`src/rtl/seg_pkg.sv`:
```
// Shared constants for the 7-segment scanner: blank pattern, hex glyph table, width helper.
package seg_pkg;

  localparam logic [6:0] SEG_OFF = 7'h7F;

  // Active-low {g,f,e,d,c,b,a} indexed by nibble; b and d are lower case glyphs.
  localparam logic [6:0] SEG_TAB [16] = '{
    7'h40, 7'h79, 7'h24, 7'h30, 7'h19, 7'h12, 7'h02, 7'h78,
    7'h00, 7'h10, 7'h08, 7'h03, 7'h46, 7'h21, 7'h06, 7'h0E
  };

  function automatic int clog2(input int v);
    int r;
    r = 1;
    for (int i = 1; i < 31; i++) begin
      if ((1 << i) < v) r = i + 1;
    end
    return r;
  endfunction

endpackage

```
`src/rtl/seg_scan_ctrl_if.sv`:
```
// Display-register side and pin side of the scanner; master drives display data, slave drives the pins.
interface seg_scan_ctrl_if #(
  parameter int DIGITS = 8,
  parameter int AN_W   = 4
);
  localparam int BANK_W = seg_pkg::clog2(DIGITS / AN_W);

  logic [4*DIGITS-1:0] hexs;
  logic [DIGITS-1:0]   point;
  logic [DIGITS-1:0]   les;
  logic [DIGITS-1:0]   blink;
  logic                lz_en;
  logic [3:0]          hexo;
  logic [6:0]          seg;
  logic                dp;
  logic [AN_W-1:0]     an;
  logic [BANK_W-1:0]   bank;
  logic                frame_tick;

  modport master (
    output hexs, point, les, blink, lz_en,
    input  hexo, seg, dp, an, bank, frame_tick
  );

  modport slave (
    input  hexs, point, les, blink, lz_en,
    output hexo, seg, dp, an, bank, frame_tick
  );
endinterface

```
`src/rtl/seg_scan_ctrl_hex_to_seg.sv`:
```
// Combinational nibble to active-low 7-segment decode; no state, no flow control.
module hex_to_seg
  import seg_pkg::*;
(
  input  logic [3:0] nib_i,
  output logic [6:0] seg_o
);

  assign seg_o = SEG_TAB[nib_i];

endmodule

```
`src/rtl/seg_scan_ctrl.sv`:
```
// Self-timed 7-segment scanner with per-frame snapshot, dead time, blink and zero suppression.
// All pin outputs are registered one cycle after the (pc, idx) state they reflect; no backpressure.
module seg_scan_ctrl
  import seg_pkg::*;
#(
  parameter int DIGITS       = 8,
  parameter int AN_W         = 4,
  parameter int SCAN_DIV     = 50000,
  parameter int DEAD_CYC     = 4,
  parameter int BLINK_FRAMES = 64
) (
  input  logic          clk,
  input  logic          rst,
  seg_scan_ctrl_if.slave io
);

  localparam int PC_W   = clog2(SCAN_DIV);
  localparam int IDX_W  = clog2(DIGITS);
  localparam int BC_W   = clog2(BLINK_FRAMES);
  localparam int BANK_W = clog2(DIGITS / AN_W);
  localparam int ANP_W  = clog2(AN_W);

  localparam logic [PC_W-1:0]  PC_LAST  = PC_W'(SCAN_DIV - 1);
  localparam logic [IDX_W-1:0] IDX_LAST = IDX_W'(DIGITS - 1);
  localparam logic [BC_W-1:0]  BC_LAST  = BC_W'(BLINK_FRAMES - 1);

  logic [PC_W-1:0]     pc_q, pc_d;
  logic [IDX_W-1:0]    idx_q, idx_d;
  logic [BC_W-1:0]     bc_q, bc_d;
  logic                bp_q, bp_d;
  logic [4*DIGITS-1:0] hex_sh_q, hex_sh_d;
  logic [DIGITS-1:0]   pt_sh_q, pt_sh_d;
  logic [DIGITS-1:0]   les_sh_q, les_sh_d;
  logic [DIGITS-1:0]   blk_sh_q, blk_sh_d;
  logic [DIGITS-1:0]   lzm_q, lzm_d;
  logic                bp_sh_q, bp_sh_d;

  logic [AN_W-1:0]     an_q, an_d;
  logic [6:0]          seg_q, seg_d;
  logic                dp_q, dp_d;
  logic [3:0]          hexo_q, hexo_d;
  logic [BANK_W-1:0]   bank_q, bank_d;
  logic                tick_q, tick_d;

  logic                load;
  logic                lead;
  logic [DIGITS-1:0]   lzm_new;
  logic [3:0]          nib;
  logic [6:0]          seg_dec;
  logic                dark;
  logic                lit;
  logic [ANP_W-1:0]    an_pos;

  assign load = (pc_q == '0) && (idx_q == '0);

  // Walk down from the top digit; the first nonzero nibble ends suppression, digit 0 always shows.
  always_comb begin
    lead    = io.lz_en;
    lzm_new = '0;
    for (int d = DIGITS - 1; d >= 1; d--) begin
      if (lead && (io.hexs[4*d +: 4] == 4'h0)) lzm_new[d] = 1'b1;
      else                                     lead       = 1'b0;
    end
  end

  always_comb begin
    pc_d     = pc_q + 1'b1;
    idx_d    = idx_q;
    bc_d     = bc_q;
    bp_d     = bp_q;
    hex_sh_d = hex_sh_q;
    pt_sh_d  = pt_sh_q;
    les_sh_d = les_sh_q;
    blk_sh_d = blk_sh_q;
    lzm_d    = lzm_q;
    bp_sh_d  = bp_sh_q;
    if (pc_q == PC_LAST) begin
      pc_d  = '0;
      idx_d = (idx_q == IDX_LAST) ? '0 : idx_q + 1'b1;
    end
    if (load) begin
      hex_sh_d = io.hexs;
      pt_sh_d  = io.point;
      les_sh_d = io.les;
      blk_sh_d = io.blink;
      lzm_d    = lzm_new;
      // The frame being loaded runs on the phase from before this load's toggle.
      bp_sh_d  = bp_q;
      if (bc_q == BC_LAST) begin
        bc_d = '0;
        bp_d = ~bp_q;
      end else begin
        bc_d = bc_q + 1'b1;
      end
    end
  end

  assign nib = hex_sh_q[{idx_q, 2'b00} +: 4];

  hex_to_seg u_dec (
    .nib_i (nib),
    .seg_o (seg_dec)
  );

  always_comb begin
    dark   = les_sh_q[idx_q] | (blk_sh_q[idx_q] & bp_sh_q) | lzm_q[idx_q];
    lit    = (int'(pc_q) >= DEAD_CYC) && !dark;
    an_pos = ANP_W'(int'(idx_q) % AN_W);
    an_d   = '1;
    if (lit) an_d[an_pos] = 1'b0;
    seg_d  = lit ? seg_dec : SEG_OFF;
    dp_d   = lit ? ~pt_sh_q[idx_q] : 1'b1;
    hexo_d = nib;
    bank_d = BANK_W'(int'(idx_q) / AN_W);
    tick_d = load;
  end

  always_ff @(posedge clk) begin
    if (rst) begin
      pc_q     <= '0;
      idx_q    <= '0;
      bc_q     <= '0;
      bp_q     <= 1'b0;
      hex_sh_q <= '0;
      pt_sh_q  <= '0;
      les_sh_q <= '0;
      blk_sh_q <= '0;
      lzm_q    <= '0;
      bp_sh_q  <= 1'b0;
      an_q     <= '1;
      seg_q    <= SEG_OFF;
      dp_q     <= 1'b1;
      hexo_q   <= '0;
      bank_q   <= '0;
      tick_q   <= 1'b0;
    end else begin
      pc_q     <= pc_d;
      idx_q    <= idx_d;
      bc_q     <= bc_d;
      bp_q     <= bp_d;
      hex_sh_q <= hex_sh_d;
      pt_sh_q  <= pt_sh_d;
      les_sh_q <= les_sh_d;
      blk_sh_q <= blk_sh_d;
      lzm_q    <= lzm_d;
      bp_sh_q  <= bp_sh_d;
      an_q     <= an_d;
      seg_q    <= seg_d;
      dp_q     <= dp_d;
      hexo_q   <= hexo_d;
      bank_q   <= bank_d;
      tick_q   <= tick_d;
    end
  end

  assign io.an         = an_q;
  assign io.seg        = seg_q;
  assign io.dp         = dp_q;
  assign io.hexo       = hexo_q;
  assign io.bank       = bank_q;
  assign io.frame_tick = tick_q;

endmodule
```
`src/flat_wrapper.sv`:
```
// flat-port wrapper written by rule: the top's interface ports become plain ports
module seg_scan_ctrl_flat import seg_pkg::*;
#(
  parameter int DIGITS       = 8,
  parameter int AN_W         = 4,
  parameter int SCAN_DIV     = 50000,
  parameter int DEAD_CYC     = 4,
  parameter int BLINK_FRAMES = 64
)
  (clk, rst, io_hexs, io_point, io_les, io_blink, io_lz_en, io_hexo, io_seg, io_dp, io_an, io_bank, io_frame_tick);
  seg_scan_ctrl_if #(.DIGITS(DIGITS), .AN_W(AN_W)) io_i ();
  input  logic clk;
  input  logic rst;
  input wire logic [$bits(io_i.hexs)-1:0] io_hexs;
  input wire logic [$bits(io_i.point)-1:0] io_point;
  input wire logic [$bits(io_i.les)-1:0] io_les;
  input wire logic [$bits(io_i.blink)-1:0] io_blink;
  input wire logic [$bits(io_i.lz_en)-1:0] io_lz_en;
  output wire logic [$bits(io_i.hexo)-1:0] io_hexo;
  output wire logic [$bits(io_i.seg)-1:0] io_seg;
  output wire logic [$bits(io_i.dp)-1:0] io_dp;
  output wire logic [$bits(io_i.an)-1:0] io_an;
  output wire logic [$bits(io_i.bank)-1:0] io_bank;
  output wire logic [$bits(io_i.frame_tick)-1:0] io_frame_tick;
  assign io_i.hexs = io_hexs;
  assign io_i.point = io_point;
  assign io_i.les = io_les;
  assign io_i.blink = io_blink;
  assign io_i.lz_en = io_lz_en;
  assign io_hexo = io_i.hexo;
  assign io_seg = io_i.seg;
  assign io_dp = io_i.dp;
  assign io_an = io_i.an;
  assign io_bank = io_i.bank;
  assign io_frame_tick = io_i.frame_tick;
  seg_scan_ctrl #(.DIGITS(DIGITS), .AN_W(AN_W), .SCAN_DIV(SCAN_DIV), .DEAD_CYC(DEAD_CYC), .BLINK_FRAMES(BLINK_FRAMES)) u_core (.clk(clk), .rst(rst), .io(io_i));
endmodule
```
`config.mk`:
```
export PLATFORM = sky130hd
export DESIGN_NAME = seg_scan_ctrl_flat
export DESIGN_NICKNAME = d
export VERILOG_FILES = /design/src/rtl/seg_pkg.sv /design/src/rtl/seg_scan_ctrl_if.sv /design/src/rtl/seg_scan_ctrl_hex_to_seg.sv /design/src/rtl/seg_scan_ctrl.sv /design/src/flat_wrapper.sv
export SDC_FILE = /design/constraint.sdc
export NUM_CORES = 1
export LEC_CHECK = 0
export ABC_AREA = 1
export BUFFER_PORTS_ARGS = -buffer_cell sky130_fd_sc_hd__buf_2
export CAP_MARGIN = 20
export CORE_ASPECT_RATIO = 2
export CORE_MARGIN = 1.5
export CORE_UTILIZATION = 35
export CTS_BUF_LIST = sky130_fd_sc_hd__clkbuf_4
export CTS_CLUSTER_DIAMETER = 200
export DETAILED_ROUTE_END_ITERATION = 6
export PLACE_DENSITY = 0.6
export REMOVE_ABC_BUFFERS = 1
export SYNTH_ARGS = -nofsm -noshare
export SYNTH_HDL_FRONTEND = slang
export SYNTH_HIERARCHICAL = 1
export SYNTH_SLANG_ARGS = --single-unit
```
`constraint.sdc`:
```
create_clock -name clk -period 2.9 [get_ports clk]
set_input_delay 0.145 -clock clk [delete_from_list [all_inputs] [get_ports clk]]
set_output_delay 0.145 -clock clk [all_outputs]
set_load 0.05 [all_outputs]
```
## Yosys cells after proc, flatten, opt, wreduce, memory -nomap -nowiden

Memory sizes are Yosys's and may differ from the RTL's. A register that Yosys moved wholly into a read port is not among the register bits.
Cells that the tools add are included.

- Flip-flop bits (word level): 101
- ROM bits: 112
- Word-level logic and storage cells: 83
- Memories kept: 1

Memories:

| memory | depth | bits a word | rd ports | clocked after memory_dff | write ports | line | RTL |
|---|---|---|---|---|---|---|---|
| (no name shown) | 16 | 7 | 1 | 1 | 0 | seg_scan_ctrl_hex_to_seg.sv:9 | `assign seg_o = SEG_TAB[nib_i];` |

- Add/sub/neg operators: 3
- Magnitude comparators: 4
- Equality and inequality tests: 3
- Shifts and indexed selects: 1
- Mux-type cells: 25
- Bitwise operators: 8
- Reductions and logical operators: 23

Operators with widths:

| operator | count |
|---|---|
| $shiftx 32x6->4 | 1 |
| $logic_not 4->1 | 7 |
| $mux 1 | 18 |
| $add 16x1->16 const B | 1 |
| $eq 16x16->1 const B | 1 |
| $ge 16x3->1 const B | 1 |
| $logic_not 16->1 | 1 |
| $bmux 1 s3 | 4 |
| $logic_and 1x1->1 | 10 |
| $add 6x1->6 const B | 1 |
| $eq 6x6->1 const B | 1 |
| $mux 6 | 1 |
| $not 4->5 | 1 |
| $lt 3x4->1 const B | 1 |
| $not 4->4 | 1 |
| $reduce_or 2->1 | 2 |
| $add 3x1->3 const B | 1 |
| $eq 3x3->1 const B | 1 |
| $logic_not 3->1 | 1 |
| $lt 2x3->1 const B | 1 |
| $mux 3 | 1 |
| $not 1->1 | 3 |
| $demux 1 s2 | 1 |
| $ge 2x1->1 const B | 1 |
| 4 further kinds | 5 |

## Depth between registers and ports, before layout

Gate-level depths: netlist of the first run.

- Depth in word-level cells: 15
- Depth in mapped cells: 15
- Depth with buffers taken out: 13

## By module

The synthesis of the first run kept the hierarchy.

By module, submodules not included:

| module | times used | cells an instance | area an instance (sq um) |
|---|---|---|---|
| seg_scan_ctrl | 1 | 651 | 4743.3 |
| hex_to_seg | 1 | 49 | 274.0 |

## Worst setup path before layout of the first run

Ideal clock, no wire load.

- Path kind: register to register
- Start: register u_core.idx_q[0]
- End: register u_core.seg_q[3] (netlist: u_core/io.seg[3])
- Data arrival time: 1.931 ns
- Required time: 2.759 ns
- Path slack: 0.828 ns
- Stages on the path, launching flop included: 14
- Path buffers: 2
- Clock period less this slack: 2.072 ns
- Path through: dfxtp_1 -> buf_2 -> clkbuf_1 -> o21ai_0 -> o22ai_1 -> nand2_1 -> nand2_1 -> inv_1 -> ha_1 -> nand2_1 -> nand3_1 -> nand2_1 -> inv_1 -> nand4_1

- Elaborated cells on any way between the ends: 15

RTL lines:

| what | line | RTL |
|---|---|---|
| from (decl) | seg_scan_ctrl.sv:28 | `logic [IDX_W-1:0] idx_q, idx_d;` |
| from (signal assigned) | seg_scan_ctrl.sv:138 | `idx_q <= idx_d;` |
| $shiftx 32x6->4 | seg_scan_ctrl.sv:98 | `assign nib = hex_sh_q[{idx_q, 2'b00} +: 4];` |
| named net u_core.hexo_d[1] | seg_scan_ctrl.sv:41 | `logic [3:0] hexo_q, hexo_d;` |
| $not 4->5 (not written as such) | seg_scan_ctrl_hex_to_seg.sv:9 |  |
| to (decl) | seg_scan_ctrl.sv:39 | `logic [6:0] seg_q, seg_d;` |

The timed path passes the listed nets, and every way through them passes these cells. The select of a mux whose other input is x is not followed.
A chain may end at the register's enable or synchronous reset.

## Final worst setup path of the first run

- Start: register u_core.idx_q[1]
- End: register u_core.seg_q[0] (netlist: u_core/io.seg[0])

Same word-level chain as after synthesis.

==> results of run 1 <==
stage by stage:
stage | area, um^2 | utilization (%)
6_report | 6262 | 44.84
5_1_grt | 6262 | 44.84
4_1_cts | 6260 | 44.82
3_5_place_dp | 5512 | 39.46
3_3_place_gp | 5512 | 39.46
2_1_floorplan | 4822 | -
routing by layer:
| metal | track usage [%] | vias up | wire length [um] |
|---|---|---|---|
| li1 | - | 2502 | - |
| met1 | 20.77 | 2232 | 5398 |
| met2 | 35.65 | 90 | 7539 |
| met3 | 2.530 | 37 | 311 |
| met4 | 9.938 | 0 | 598 |
| met5 | 0 | - | 0 |
cell families after synthesis:
family | count (synthesis) | share of synthesized area, %
AO/OA/AOI/OAI | 130 | 14.09
XOR/XNOR | 5 | 0.8730
adder cells (fa/ha/maj) | 15 | 3.741
buffers and inverters | 87 | 7.631
flip-flops | 108 | 43.09
multiplexers | 4 | 0.7980
AND/OR/NAND/NOR | 351 | 29.78
registers in the layout (all words and copies together), names as in the netlist:
| register | count |
|---|---|
| u_core/bc_q | 6 |
| u_core/blk_sh_q | 8 |
| u_core/lzm_q | 7 |
| u_core/hex_sh_q | 32 |
| u_core/bp_sh_q | 1 |
| u_core/pt_sh_q | 8 |
| u_core/io.hexo | 4 |
| u_core/io.dp | 1 |
| u_core/io.bank | 1 |
| u_core/pc_q | 16 |
| u_core/idx_q | 3 |
| u_core/io.frame_tick | 1 |
| u_core/les_sh_q | 8 |
| u_core/io.an | 4 |
| u_core/io.seg | 7 |
| u_core/bp_q | 1 |
critical path: cells and delay by family, from the launching register on:
family                   cells  cell delay (ns)
AO/OA/AOI/OAI                2             0.37
adder cells (fa/ha/maj)      1             0.20
buffers and inverters        4             0.73
flip-flops                   1             0.35
AND/OR/NAND/NOR              6             0.60
final timing paths:
check / to / slack, ns / cells after the start / startpoint
setup / recovery: u_core/io.seg[0] / 0.51 / 13 / u_core/idx_q[1]
setup reg to reg: u_core/io.seg[0] / 0.51 / 13 / u_core/idx_q[1]
hold reg to reg: u_core/les_sh_q[7] / 0.47 / 2 / u_core/les_sh_q[7]
hold / removal: u_core/lzm_q[7] / 0.07 / 5 / io_lz_en
where the power goes:
group / leakage [nW] / total, mW / internal, mW / switching (mW)
combinational: 1.63 / 0.533 / 0.209 / 0.324
clock: 0.0969 / 0.955 / 0.441 / 0.514
sequential: 0.883 / 1.62 / 1.57 / 0.0488
layout make-up:
type / count / area [um^2]
Clock buffer: 9 / 67.56
Timing Repair Buffer: 140 / 1013
Multi-Input combinational cell: 505 / 2472
Fill cell: 1450 / 7705
Inverter: 50 / 187.7
Tap cell: 189 / 236.5
Antenna cell: 1 / 2.502
Clock inverter: 7 / 120.1
Sequential cell: 108 / 2162
placed cells by master, fill, tap and decap left out, drive strengths merged:
| cell type | count |
|---|---|
| nand2 | 216 |
| dfxtp | 108 |
| a21oi | 87 |
| buf | 84 |
| nor2 | 66 |
| dlygate4sd3 | 56 |
| inv | 52 |
| o21ai | 33 |
| nand3 | 31 |
| nand4 | 21 |
| ha | 15 |
| nor3 | 10 |
| clkbuf | 9 |
| o22ai | 8 |
| mux2i | 4 |
| bufinv | 3 |
| xor2 | 3 |
| or2 | 2 |
| xnor2 | 2 |
| and2 | 2 |
| diode | 1 |
| clkinvlp | 1 |
| clkinv | 1 |
| o211ai | 1 |
| nand3b | 1 |
| nor4 | 1 |
| o21a | 1 |
| nor3b | 1 |
what timing repair did:
action | 4_1_cts | 5_1_grt
endpoints found under the hold margin | 57 | 0
gates resized for setup | 0 | 0
hold buffers | 56 | 0
buffers inserted | 0 | 0
==> run_results.csv, run 1 <==
group,metric,value,unit
logic_synthesis,synth_edf_count,0,
detailed_routing,drc,0,
detailed_routing,antenna_left,0,
power_and_ir_drop,ir_worst_vdd,197.5,uV
sta,rsz0062_at_grt,"false",
min_path,hp-class,"input pin to flop",
grt,track_usage,19.29,%
detailed_routing,vias,4861,
worst_setup_path,required,3.24,ns
placement,dp_slack,0.5302,ns
die,initial_core_util,35.92,%
detailed_routing,viasPerCell,4.818,
die,dieArea,15110,um^2
logic_synthesis,yosys.cell_count.top_type,"nand2_1",
detailed_routing,dr.pass1.iters,7,
sta,holdWs,0.07091,ns
worst_setup_path,slowest_delay,0.44,ns
worst_setup_path,worst_setup_path_start_kind,"flop",
power_and_ir_drop,p_leak,2.608,nW
worst_setup_path,cp_max_fo,18,
logic_synthesis,yosysTopAreaCellShare,43.09,%
detailed_routing,wl_per_cell,13.72,um
grt,grt_pass1_vias,4701,
logic_synthesis,syn_inst,700,
sta,max_slew.worst_pin.slew,0.7870,ns
worst_setup_path,endpoint_kind,"flop",
power_and_ir_drop,power,3.107,mW
clock_tree,clockBufferDepth,2,
clock_tree,numCtsBuffers,9,
sta,setup_viol,0,
grt,grt_pass1_wl,22580,um
logic_synthesis,synthFlopType,"dfxtp_1",
placement,dp.cells,936,
logic_synthesis,seq_area_frac_synth,43.09,%
sta,timing.final.ws_setup,0.5141,ns
logic_synthesis,ys_ff_latch,108,
die,core_area,13970,um^2
logic_synthesis,synth_area_per_cell,7.168,um^2
clock_tree,cts_tree,"built",
placement,portBuffers,76,
grt,grt_max_degree,73,
clock_tree,cts_sinks,108,
flow_run,cap_violations,0,
layout,nNetsFinal,888,
grt,grt-ovfl-total,0,
worst_setup_path,worstSetupPathType,"flop to flop",
placement,place.gp.congestion,0.9159,
sta,fmax,419.1,MHz
logic_synthesis,synth_cell_type_count,33,
sta,hold_viol,0,
die,rows,61,
worst_setup_path,crit_chain,"inv_1 -> o21ai_0 -> o22ai_1 -> nand2_1 -> nand2_1 -> inv_1 -> ha_1 -> inv_1 -> nand2_1 -> nand3_1 -> nand2_1 -> inv_1 -> nand4_1",
clock_tree,root_buffer,"clkbuf_4",
clock_tree,clkLatencyLatePin,0.46,ns
clock_tree,cts-htree-levels,3,
die,die_width,87.66,um
sta,tns,0,ns
grt,antenna_found_initial,1,
logic_synthesis,synth_top_cell_by_area,"dfxtp_1",
layout,drive_above_1_share,16.00,%
die,die_h,172.3,um
logic_synthesis,synthTopCellsByCount,"206 x nand2_1, 108 x dfxtp_1, 77 x a21oi_1",
power_and_ir_drop,pwr_density_cell,496.2,nW/um^2
outcome,outcome,"finished clean",
die,ios,77,
logic_synthesis,async_reset_ff_share,0,%
worst_setup_path,crit_arrival,2.72,ns
logic_synthesis,synth_area_leaders,"dfxtp_1 43%, nand2_1 15%, a21oi_1 7.7%",
sta,max-slew-margin-rel,47.34,%
detailed_routing,drt_iter0_drc,325,
sta,slew_viol_final,0,
logic_synthesis,syn-cell-area,5017,um^2
logic_synthesis,synth_warnings,6,
placement,hpwl,9559,um
clock_tree,path_clk_slew,0.17,ns
worst_setup_path,worst_path_max_delay_cell,"inv_1",
sta,period_needed,2.386,ns
layout,fin_cells,1009,
sta,clock_skew,0.02256,ns
layout,area_growth,24.81,%
detailed_routing,totalWireLength,13850,um
sta,finalCritPeriodShare,82.27,%
Power figures use the tool's default switching activity.
==> inputs of run 2 (changes only) <==
--- a/config.mk
+++ b/config.mk
@@ -14,7 +14,7 @@
 export CTS_BUF_LIST = sky130_fd_sc_hd__clkbuf_4
 export CTS_CLUSTER_DIAMETER = 200
 export DETAILED_ROUTE_END_ITERATION = 6
-export PLACE_DENSITY = 0.6
+export PLACE_DENSITY = 0.62
 export REMOVE_ABC_BUFFERS = 1
 export SYNTH_ARGS = -nofsm -noshare
 export SYNTH_HDL_FRONTEND = slang
==> constraint.sdc (replaced) <==
create_clock -name clk -period 2.04 [get_ports clk]
set_input_delay 0.102 -clock clk [delete_from_list [all_inputs] [get_ports clk]]
set_output_delay 0.102 -clock clk [all_outputs]
set_load 0.05 [all_outputs]
==> run 2 against run 1 <==
Non-clock buffer count rose by 11. Critical path depth down 1. Clock-buffer cell count rose by 2.
==> run_results.csv, run 2 (synthesis gave the netlist of run 1 again) <==
group,metric,value,unit
sta,max-slew-margin-rel,52.38,%
grt,grt-ovfl-total,0,
clock_tree,clockBufferDepth,2,
sta,timing.final.ws_setup,0.1613,ns
placement,dp.cells,947,
sta,rsz0062_at_grt,"true",
die,dieArea,15110,um^2
worst_setup_path,worst_setup_path_start_kind,"flop",
power_and_ir_drop,ir_worst_vdd,233.3,uV
detailed_routing,wl_per_cell,13.50,um
die,ios,77,
worst_setup_path,slowest_delay,0.36,ns
sta,setup_viol,0,
layout,largest_reg_flops,32,
worst_setup_path,crit_chain,"inv_1 -> buf_12 -> nor2_1 -> o22ai_1 -> nand2_1 -> nand2_2 -> inv_2 -> ha_1 -> nand3_1 -> nand2_1 -> inv_1 -> nand4_1",
grt,antenna_found_initial,1,
outcome,outcome,"finished clean",
die,die_h,172.3,um
flow_run,cap_violations,0,
placement,hpwl,9712,um
power_and_ir_drop,pwr_density_cell,636.3,nW/um^2
layout,final_cell_mix,"202 x nand2_1, 106 x dfxtp_1, 77 x a21oi_1",
layout,nNetsFinal,899,
clock_tree,cts_tree,"built",
grt,grt_max_degree,73,
sta,finalCritPeriodShare,92.09,%
layout,fin_cells,1020,
sta,clock_skew,0.01714,ns
layout,fin_area,6359,um^2
clock_tree,numCtsBuffers,9,
layout,drive_above_1_share,18.55,%
min_path,hp-class,"input pin to flop",
die,die_width,87.66,um
layout,reg_top3,"u_core/hex_sh_q: 32 flops, u_core/pc_q: 16 flops",
placement,place.gp.congestion,0.8258,
sta,holdWs,0.05073,ns
layout,top_register,"u_core/hex_sh_q",
clock_tree,path_clk_slew,0.16,ns
worst_setup_path,cp_max_fo,17,
detailed_routing,viasPerCell,4.789,
detailed_routing,vias,4885,
placement,dp_slack,0.02832,ns
worst_setup_path,crit_arrival,2.21,ns
placement,portBuffers,76,
clock_tree,cts_sinks,108,
die,rows,61,
clock_tree,cts_setup_buffers,0,
grt,grt_pass1_vias,4818,
layout,final_common_cell,"nand2_1",
clock_tree,cts-htree-levels,3,
clock_tree,root_buffer,"clkbuf_4",
sta,fmax,532.3,MHz
layout,area_growth,26.73,%
die,initial_core_util,35.92,%
grt,grt_pass1_wl,22260,um
worst_setup_path,required,2.37,ns
power_and_ir_drop,p_leak,2.651,nW
detailed_routing,drt_iter0_drc,255,
sta,hold_viol,0,
sta,slew_viol_final,0,
detailed_routing,antenna_left,0,
worst_setup_path,endpoint_kind,"flop",
die,core_area,13970,um^2
worst_setup_path,worst_path_max_delay_cell,"dfxtp_2",
clock_tree,clkLatencyLatePin,0.46,ns
grt,track_usage,18.97,%
detailed_routing,totalWireLength,13770,um
placement,place_area,5644,um^2
sta,max_slew.worst_pin.slew,0.7117,ns
detailed_routing,drc,0,
detailed_routing,dr.pass1.iters,4,
worst_setup_path,worstSetupPathType,"flop to flop",
sta,period_needed,1.879,ns
[run 2: final cells by class]
cell class                 count  area, um^2
antenna                        1       2.502
sequential                   108        2165
multi-input combinational    505        2497
clock buffer                  11       82.58
timing repair buffer         151        1154
fill                        1462        7609
tap                          189       236.5
inverter                      50       192.7
clock inverter                 5       28.78
[run 2: repair_timing]
item | 4_1_cts | 5_1_grt
endpoints found under the hold margin | 56 | 0
gates resized for setup | 0 | 18
setup endpoints to repair | 0 | 66
hold buffers | 56 | 0
[run 2: path summary, 6_finish.rpt]
check | start | endpoint | slack (ns) | depth (start not counted)
min reg2reg | u_core/hex_sh_q[18] | u_core/hex_sh_q[18] | 0.47 | 2
min | io_lz_en | u_core/lzm_q[7] | 0.05 | 5
max reg2reg | u_core/idx_q[0] | u_core/io.seg[1] | 0.16 | 12
max | u_core/idx_q[0] | u_core/io.seg[1] | 0.16 | 12
[run 2: per-layer routing]
| layer | vias up | part of all wire, % | GRT usage (%) |
|---|---|---|---|
| li1 | 2527 | - | - |
| met4 | 0 | 2.9 | 7.867 |
| met1 | 2261 | 38 | 19.39 |
| met2 | 73 | 57 | 37.09 |
| met3 | 24 | 2.1 | 2.578 |
| met5 | - | 0 | 0 |
[run 2: stage by stage]
step | power (mW) | util [%] | setup TNS (ns)
2_1_floorplan | 2.754 | - | -73.43
3_3_place_gp | 3.040 | 40.41 | 0
3_5_place_dp | 3.046 | 40.41 | 0
4_1_cts | 4.082 | 45.22 | 0
5_1_grt | 4.255 | 45.53 | -0.02753
6_report | 4.046 | 45.53 | 0
[run 2: critical path: cells and delay by family (launching register included)]
family,cells,cell delay (ns)
simple gates,6,0.52
buf+inv,4,0.39
flops,1,0.36
fa+ha+maj,1,0.31
compound gates,1,0.17
[run 2: where the power goes]
part | internal [mW] | total (mW) | switching, mW
sequential | 2.23 | 2.30 | 0.0660
combinational | 0.326 | 0.792 | 0.467
clock | 0.272 | 0.957 | 0.685
total | 2.83 | 4.05 | 1.22
==> inputs of run 3 (changes only) <==
--- a/config.mk
+++ b/config.mk
@@ -12,8 +12,9 @@
 export CORE_MARGIN = 1.5
 export CORE_UTILIZATION = 35
 export CTS_BUF_LIST = sky130_fd_sc_hd__clkbuf_4
-export CTS_CLUSTER_DIAMETER = 200
+export CTS_CLUSTER_DIAMETER = 100
 export DETAILED_ROUTE_END_ITERATION = 6
+export MAX_ROUTING_LAYER = met4
 export PLACE_DENSITY = 0.62
 export REMOVE_ABC_BUFFERS = 1
 export SYNTH_ARGS = -nofsm -noshare
==> run 3 against run 2 <==
Die area stayed put. Routed wire length is 1.5% higher. Clock-buffer cell count is 2 lower. Maximum frequency is 3.7% lower. Sequential share of layout area is 0.96 points lower. First-iteration DRC count is 21% higher. Non-clock buffer count is 10 higher. Clock power is 3.0% higher. Flip-flop and latch count stayed put. Via count is 1.6% higher. Highest routed layer unchanged.
==> run_results.csv, run 3 (synthesis gave the netlist of run 1 again) <==
group,metric,value,unit
outcome,outcome,"finished clean",
die,die_width,87.66,um
grt,grt_pass1_vias,4795,
layout,top_register,"u_core/hex_sh_q",
die,core_area,13970,um^2
layout,nNetsFinal,909,
detailed_routing,vias,4963,
worst_setup_path,slowest_delay,0.41,ns
sta,period_needed,1.950,ns
detailed_routing,drt_iter0_drc,309,
grt,track_usage,19.78,%
layout,area_growth,30.57,%
layout,reg_top3,"u_core/hex_sh_q: 32 flops, u_core/pc_q: 16 flops",
worst_setup_path,r2r_slack,0.09,ns
sta,slew_viol_final,0,
layout,drive_above_1_share,21.43,%
detailed_routing,wl_per_cell,13.57,um
layout,final_cell_mix,"198 x nand2_1, 106 x dfxtp_1, 77 x a21oi_1",
flow_run,cap_violations,0,
worst_setup_path,timing.rr.start,"u_core/idx_q[1]",
detailed_routing,totalWireLength,13980,um
clock_tree,path_clk_slew,0.17,ns
clock_tree,root_buffer,"clkbuf_4",
sta,setup_viol,0,
sta,fmax,512.8,MHz
grt,grt_max_degree,53,
die,die_h,172.3,um
layout,final_common_cell,"nand2_1",
sta,finalCritPeriodShare,95.60,%
grt,grt-ovfl-total,0,
worst_setup_path,worstSetupPathType,"flop to flop",
worst_setup_path,worst_setup_path_start_kind,"flop",
detailed_routing,antenna_left,0,
sta,tns,0,ns
worst_setup_path,required,2.39,ns
placement,place.gp.congestion,0.8508,
detailed_routing,viasPerCell,4.818,
sta,rsz0062_at_grt,"true",
worst_setup_path,crit_start,"u_core/idx_q[1]",
clock_tree,numCtsBuffers,9,
clock_tree,clockBufferDepth,2,
placement,place_area,5624,um^2
clock_tree,cts_tree,"built",
worst_setup_path,cp_max_fo,11,
clock_tree,clkLatencyLatePin,0.47,ns
grt,grt_pass1_wl,22400,um
sta,hold_viol,0,
power_and_ir_drop,pwr_density_cell,624.7,nW/um^2
worst_setup_path,r2r-end,"u_core/io.seg[0]",
detailed_routing,drc,0,
sta,max_slew.worst_pin.slew,0.8077,ns
die,ios,77,
worst_setup_path,crit_arrival,2.30,ns
detailed_routing,dr.pass1.iters,4,
die,dieArea,15110,um^2
worst_setup_path,endpoint_kind,"flop",
die,rows,61,
power_and_ir_drop,ir_worst_vdd,226.0,uV
worst_setup_path,rr_worst_depth,13,
clock_tree,cts_sinks,108,
clock_tree,cts-htree-levels,3,
worst_setup_path,crit_chain,"buf_8 -> o21ai_0 -> o22ai_2 -> nand2_2 -> nand2_4 -> clkinvlp_4 -> ha_1 -> inv_1 -> nand2_1 -> nand3_1 -> nand2_1 -> inv_1 -> nand4_1",
worst_setup_path,worst_path_max_delay_cell,"dfxtp_2",
placement,portBuffers,76,
layout,fin_area,6551,um^2
die,initial_core_util,35.92,%
power_and_ir_drop,p_leak,2.714,nW
sta,clock_skew,0.02173,ns
sta,max-slew-margin-rel,45.95,%
min_path,hp-class,"input pin to flop",
worst_setup_path,crit_end,"u_core/io.seg[0]",
grt,antenna_found_initial,1,
layout,largest_reg_flops,32,
placement,hpwl,9543,um
==> run 3: cell types whose count changed in the layout (fill, tap and decap cells not counted), sizes merged <==
cell and delta:
buf +9, bufbuf +1, clkbuf -2, clkinv -2, clkinvlp +2, inv +2
==> run 3: how the worst min path moves through the flow <==
stage	end	depth (start not counted)	slack (ns)	startpoint
floorplan	u_core/bc_q[0]	1	0.16	rst
global placement	u_core/blk_sh_q[6]	3	0.35	io_blink[6]
detailed placement	u_core/blk_sh_q[6]	3	0.36	io_blink[6]
CTS	u_core/lzm_q[7]	5	0.03	io_lz_en
global route	u_core/lzm_q[7]	5	0.05	io_lz_en
finish	u_core/lzm_q[7]	5	0.05	io_lz_en
==> run 3: area by class of cell <==
class | count | area (um^2)
antenna | 1 | 2.502
clock inverter | 7 | 50.05
sequential | 108 | 2167
fill | 1425 | 7416
tap | 189 | 236.5
multi-input combinational | 505 | 2562
inverter | 50 | 200.2
timing repair buffer | 161 | 1265
clock buffer | 9 | 67.56
==> run 3: report_power, final <==
group	leakage (nW)	internal (mW)	switching (mW)
Clock	0.0604	0.256	0.730
Sequential	0.884	2.23	0.0667
Combinational	1.77	0.336	0.474
==> run 3: worst max-delay path, delay by kind of cell, from the launching register on <==
family,cells,cell delay (ns)
simple gates,6,0.46
compound gates,2,0.31
flops,1,0.41
buf+inv,4,0.40
fa+ha+maj,1,0.24
==> run 3: through the flow <==
stage / hold WS [ns] / total power [mW] / setup WS, ns / instances / util [%]
after CTS: 0.02779 / 4.092 / 0.02144 / 1023 / 45.71
after detailed placement: 0.3607 / 3.038 / -0.1141 / 946 / 40.27
after global routing: 0.05087 / 4.327 / -0.03639 / 1030 / 46.91
after floorplan: 0.1644 / 2.754 / -1.079 / 663 / -
after global placement: 0.3534 / 3.035 / -0.07528 / 946 / 40.27
final: 0.05411 / 4.093 / 0.08978 / 1030 / 46.91
==> run 3: what timing repair did <==
action / in CTS / in global routing
gates resized for setup: 4 / 37
endpoints found under the hold margin: 58 / 0
hold buffers: 56 / 0
cloned: 1 / 0
endpoints found under the setup margin: 14 / 47
pin swaps: 0 / 8
setup buffers: 4 / 6
==> run 3: routing by layer <==
layer,global-route usage [%],part of all wire [%],up-vias
met5,-,0,-
met4,9.731,3.7,0
met2,37.19,57,88
met1,19.26,37,2296
li1,-,-,2547
met3,2.721,2.4,32
